**config.mk**
```make
export PLATFORM = sky130hd
export DESIGN_NAME = rope_sequencer
export DESIGN_NICKNAME = d
export VERILOG_FILES = /design/src/rtl/rope_sequencer.sv
export SDC_FILE = /design/constraint.sdc
export NUM_CORES = 1
export LEC_CHECK = 0
export CORE_UTILIZATION = 49
export CTS_CLUSTER_SIZE = 24
export DETAILED_ROUTE_END_ITERATION = 12
export GPL_TIMING_DRIVEN = 0
export PLACE_DENSITY = 0.82
export SLEW_MARGIN = 0
export SYNTH_ARGS = -nofsm -noshare
export SYNTH_HDL_FRONTEND = slang
export SYNTH_SLANG_ARGS = --single-unit
```
**constraint.sdc**
```tcl
create_clock -name clock -period 2.47 [get_ports clock]
set_clock_uncertainty 0.15 [all_clocks]
set_input_delay 0.3705 -clock clock [delete_from_list [all_inputs] [get_ports clock]]
set_output_delay 0.3705 -clock clock [all_outputs]
set_load 0.05 [all_outputs]
```
**src/rtl/rope_sequencer.sv**
```systemverilog
// Per-player rope sequencer for the gold-miner game: swing, extend, collision probe, retract.
// Optional build macro ROPE_SEQ_BOOST_EN lets up_KEY double the retract step.
module rope_sequencer #(
  parameter int unsigned DEG_MIN  = 10,
  parameter int unsigned DEG_MAX  = 170,
  parameter int unsigned DEG_STEP = 2,
  parameter int unsigned EXT_STEP = 4,
  parameter int unsigned MAX_LEN  = 200
) (
  input  logic       clock,
  input  logic       resetn,
  input  logic       enable,
  input  logic       tick,
  input  logic       down_KEY,
  input  logic       up_KEY,
  output logic       probe_req,
  input  logic       probe_ack,
  input  logic       probe_hit,
  input  logic [1:0] probe_weight,
  output logic [9:0] degree,
  output logic [9:0] rope_len,
  output logic [2:0] state,
  output logic       catch_done,
  output logic       caught,
  output logic [1:0] caught_weight
);

  localparam logic [2:0] IDLE    = 3'd0;
  localparam logic [2:0] SWING   = 3'd1;
  localparam logic [2:0] EXTEND  = 3'd2;
  localparam logic [2:0] PROBE   = 3'd3;
  localparam logic [2:0] RETRACT = 3'd4;

  localparam logic [9:0]  DEG_HOME  = 10'd90;
  localparam logic [9:0]  DEG_MIN_L = 10'(DEG_MIN);
  localparam logic [9:0]  DEG_MAX_L = 10'(DEG_MAX);
  localparam logic [10:0] DEG_STP_W = 11'(DEG_STEP);
  localparam logic [10:0] EXT_STP_W = 11'(EXT_STEP);
  localparam logic [9:0]  MAX_LEN_L = 10'(MAX_LEN);

  logic [2:0] state_q, state_d;
  logic [9:0] degree_q, degree_d;
  logic [9:0] len_q, len_d;
  logic       dir_up_q, dir_up_d;
  logic       req_q, req_d;
  logic       done_q, done_d;
  logic       caught_q, caught_d;
  logic [1:0] weight_q, weight_d;
  logic       key_prev_q;

  logic        launch;
  logic [4:0]  base_step;
  logic [4:0]  ret_step;
  logic [10:0] deg_inc;
  logic [10:0] deg_dec_floor;
  logic [10:0] ext_sum;

  // Key edge detect runs in every state so a key held through a catch cannot relaunch.
  assign launch = down_KEY & ~key_prev_q;

  always_comb begin
    base_step = 5'd8;
    if (caught_q) begin
      case (weight_q)
        2'd0:    base_step = 5'd8;
        2'd1:    base_step = 5'd4;
        2'd2:    base_step = 5'd2;
        default: base_step = 5'd1;
      endcase
    end
  end

`ifdef ROPE_SEQ_BOOST_EN
  // Base step never exceeds 8, so the boosted step tops out at 16.
  assign ret_step = up_KEY ? {base_step[3:0], 1'b0} : base_step;
`else
  logic unused_up_key;
  assign unused_up_key = up_KEY;
  assign ret_step      = base_step;
`endif

  assign deg_inc       = {1'b0, degree_q} + DEG_STP_W;
  assign deg_dec_floor = {1'b0, DEG_MIN_L} + DEG_STP_W;
  assign ext_sum       = {1'b0, len_q} + EXT_STP_W;

  always_comb begin
    state_d  = state_q;
    degree_d = degree_q;
    len_d    = len_q;
    dir_up_d = dir_up_q;
    req_d    = req_q;
    done_d   = 1'b0;
    caught_d = caught_q;
    weight_d = weight_q;

    // Catch result stays visible only during the catch_done cycle.
    if (done_q) begin
      caught_d = 1'b0;
      weight_d = 2'd0;
    end

    if (!enable) begin
      state_d  = IDLE;
      degree_d = DEG_HOME;
      len_d    = 10'd0;
      dir_up_d = 1'b1;
      req_d    = 1'b0;
      caught_d = 1'b0;
      weight_d = 2'd0;
    end else begin
      case (state_q)
        IDLE: begin
          state_d  = SWING;
          degree_d = DEG_HOME;
          len_d    = 10'd0;
          dir_up_d = 1'b1;
        end

        SWING: begin
          if (launch) begin
            state_d = EXTEND;
          end else if (tick) begin
            if (dir_up_q) begin
              if (deg_inc >= {1'b0, DEG_MAX_L}) begin
                degree_d = DEG_MAX_L;
                dir_up_d = 1'b0;
              end else begin
                degree_d = deg_inc[9:0];
              end
            end else begin
              if ({1'b0, degree_q} <= deg_dec_floor) begin
                degree_d = DEG_MIN_L;
                dir_up_d = 1'b1;
              end else begin
                degree_d = degree_q - DEG_STP_W[9:0];
              end
            end
          end
        end

        EXTEND: begin
          if (tick) begin
            len_d   = (ext_sum >= {1'b0, MAX_LEN_L}) ? MAX_LEN_L : ext_sum[9:0];
            state_d = PROBE;
            req_d   = 1'b1;
          end
        end

        PROBE: begin
          // Ticks arriving here are dropped on purpose.
          if (req_q && probe_ack) begin
            req_d = 1'b0;
            if (probe_hit) begin
              caught_d = 1'b1;
              weight_d = probe_weight;
              state_d  = RETRACT;
            end else if (len_q >= MAX_LEN_L) begin
              state_d = RETRACT;
            end else begin
              state_d = EXTEND;
            end
          end
        end

        RETRACT: begin
          if (tick) begin
            if (len_q <= 10'(ret_step)) begin
              len_d   = 10'd0;
              done_d  = 1'b1;
              state_d = SWING;
            end else begin
              len_d = len_q - 10'(ret_step);
            end
          end
        end

        default: begin
          state_d  = IDLE;
          degree_d = DEG_HOME;
          len_d    = 10'd0;
          dir_up_d = 1'b1;
          req_d    = 1'b0;
        end
      endcase
    end
  end

  always_ff @(posedge clock or negedge resetn) begin
    if (!resetn) begin
      state_q    <= IDLE;
      degree_q   <= DEG_HOME;
      len_q      <= 10'd0;
      dir_up_q   <= 1'b1;
      req_q      <= 1'b0;
      done_q     <= 1'b0;
      caught_q   <= 1'b0;
      weight_q   <= 2'd0;
      key_prev_q <= 1'b0;
    end else begin
      state_q    <= state_d;
      degree_q   <= degree_d;
      len_q      <= len_d;
      dir_up_q   <= dir_up_d;
      req_q      <= req_d;
      done_q     <= done_d;
      caught_q   <= caught_d;
      weight_q   <= weight_d;
      key_prev_q <= down_KEY;
    end
  end

  assign state         = state_q;
  assign degree        = degree_q;
  assign rope_len      = len_q;
  assign probe_req     = req_q;
  assign catch_done    = done_q;
  assign caught        = caught_q;
  assign caught_weight = weight_q;

endmodule

```
==> out/results.tsv <==
stage	metric	value	unit
cells_and_area	syn2layout_area_growth	34.6	%
route	drt-total-wl	6910	um
cells_and_area	seqCellArea	741	um^2
critical_path	critPathLaunchType	flip-flop	
yosys	synth.net_count	323	
cells_and_area	finalInstanceArea	3290	um^2
global_routing	grt_max_degree	30	
placed_design	dp_slack	-394	ps
cells_and_area	fin_util	69.1	%
sta	relSlewSlack	54.9	%
hold_path	worst_hold_path_type	in2async	
cells_and_area	final_cells	426	
cells_and_area	layout_common_cells	clkdlybuf4s50_1, nand2_1, a21oi_1	
route	ant_nets	0	
power	power.density	713	nW/um^2
sta	fin_crit_sh	103	%
cells_and_area	final_common_cell	clkdlybuf4s50_1	
clock_tree	insertion_delay	290	ps
yosys	syn_inst	302	
route	first_pass_iters	7	
route	vias	2678	
yosys	ys_seq_area_share	30.0	%
sta	rsz0062_at_grt	true	
route	initialDrtViolationCount	258	
global_routing	overflow	0	
global_routing	first_global_vias	2323	
placed_design	dp_hpwl	4500	um
yosys	yosysWarnings	0	
clock_tree	clkSinkCount	29	
run_status	failed_checks	hold timing, setup timing	
critical_path	cp-end-kind	flip-flop	
sta	timing_hold_violations_final	24	
sta	fmax	393	MHz
yosys	syn-cell-area	2440	um^2
cells_and_area	finalNetCount	379	
global_routing	antenna_found_initial	0	
placed_design	place.gp.congestion	0.892	
clock_tree	h-tree-depth	2	
power	p_leak	1.37	nW
yosys	postSynth.asyncResetShare	100	%
sta	period_minus_slack	2550	ps
sta	setup_violations	3	
critical_path	worstPathRequired	2490	ps
die	die_w	72.6	um
yosys	ys.flop_type	dfrtp_1	
sta	slew_viol_final	0	
die	fp.dieH	72.6	um
die	rows	25	
clock_tree	clk_pin_slew	70	ps
sta	timing.final.ws_setup	-77.1	ps
clock_tree	cts_tree	done	
yosys	synth_edf_count	0	
yosys	ys_seq_elements	29	
placed_design	portBuffers	34	
route	vias_per_cell	6.29	
yosys	syn_area_per_cell	8.08	um^2
die	core	4750	um^2
global_routing	track_usage	26.1	%
critical_path	path_class	reg2reg	
sta	worstMarginPinSlew	676	ps
clock_tree	cts-buffers-inserted	5	
cells_and_area	multi_input_area	1770	um^2
cells_and_area	drive_gt1_share	24.0	%
die	die-area	5270	um^2
cells_and_area	antennaDiodeCount	0	
route	wl_per_cell	16.2	um
yosys	ys_types	65	
critical_path	crit_arrival	2570	ps
critical_path	crit_fanout	3	
die	start_util	51.3	%
placed_design	placed_area	2940	um^2
run_status	status	finished, violations left	
die	io-pin-count	38	
route	drc	0	
run	drv_cap	0	
global_routing	grt_pass1_wl	10700	um
clock_tree	cts_max_path_buffers	2	
placed_design	placedCellCount	403	
clock_tree	cts_root_buffer	clkbuf_8	
sta	hold_slack	-35.3	ps
cells_and_area	fill_cells	366	
power	vdd_drop_max	615	uV
clock_tree	cts_hold_buf	0	
[cell usage after synthesis, drive strengths merged (6+ instances only)]
cell / count / area, um^2
nor2: 21 / 78.8
o21ai: 18 / 90.1
nand2b: 6 / 37.5
a31oi: 6 / 37.5
o21a: 6 / 45.0
nand3: 10 / 55.1
nor3b: 8 / 65.1
or2: 6 / 40.0
ha: 10 / 125
buf: 6 / 41.3
nor2b: 7 / 43.8
nand2: 25 / 93.8
a21oi: 24 / 120
clkbuf: 11 / 41.3
inv: 13 / 48.8
dfrtp: 24 / 601
nor3: 10 / 50.1
o31ai: 6 / 45.0
[routing by layer]
metal	routed length (um)	vias to the layer above	track usage (%)
met5	0	-	0
met4	175	0	10.9
met3	468	26	5.52
met2	3310	127	40.5
met1	2950	1292	35.2
li1	-	1233	-
[registers in the layout (all words and copies together) (netlist names)]
register and count:
caught_weight 2, degree 9, dir_up_q 1, catch_done 1, state 3, caught 1
probe_req 1, rope_len 10, key_prev_q 1
[cell families (layout without fill, tap and decap cells)]
family,Yosys count,in the layout,synth area share [%]
and+or+nand+nor,121,121,27.4
AOI/OAI and AO/OA,97,97,26.6
buffers and inverters,31,88,5.54
DFF,29,29,30.0
adders and majority gates,11,11,5.95
xor gates and xnor gates,10,10,3.59
muxes,2,2,0.871
other,1,1,0.154
[final cells by class]
cell class,instances,share of cell area [%]
plain buffers,17,2.63
clock buffers,7,2.93
clock inverters,1,0.152
inverters,14,1.60
multi-input cells,242,54.0
flip-flops and latches,29,22.5
well taps,67,2.55
repair buffers,49,13.6
[path summary, 6_finish.rpt]
| check | end | slack (ps) | cells past startpoint | startpoint |
|---|---|---|---|---|
| setup / recovery | rope_len[4] | -80 | 10 | caught_weight[0] |
| hold / removal | rope_len[1] | -40 | 1 | resetn |
| setup reg to reg | rope_len[4] | -80 | 10 | caught_weight[0] |
| hold reg to reg | rope_len[0] | 390 | 1 | rope_len[0] |
| max in group asynchronous | caught_weight[0] | 1730 | 1 | resetn |
| min in group clock | state[0] | 350 | 3 | enable |
[report_power, final]
group	total [mW]	internal, mW	switching (mW)
Sequential	0.623	0.542	0.0806
Clock	0.446	0.252	0.195
Combinational	1.28	0.488	0.787
[worst max-delay path, stage by stage (launching register included)]
cell	delay, ps
dfrtp_2	420
and3_4	190
ha_4	160
fa_2	330
nand2b_4	170
buf_4	130
a21oi_1	270
nor3b_1	100
a21oi_1	180
nor2_1	60
a211o_1	270
[what timing repair did]
action	in CTS	in global routing
pin swaps	8	4
buffers inserted	8	7
setup endpoints to repair	13	18
resized for setup	9	21
[metrics by stage]
step                TNS [ps]  power, mW
floorplan               -386       1.44
global placement       -2290       1.70
detailed placement     -2640       1.73
CTS                    -36.2       2.25
global route            -685       2.47
finish                  -173       2.34
Note: power is estimated with default switching activity, not from simulation.
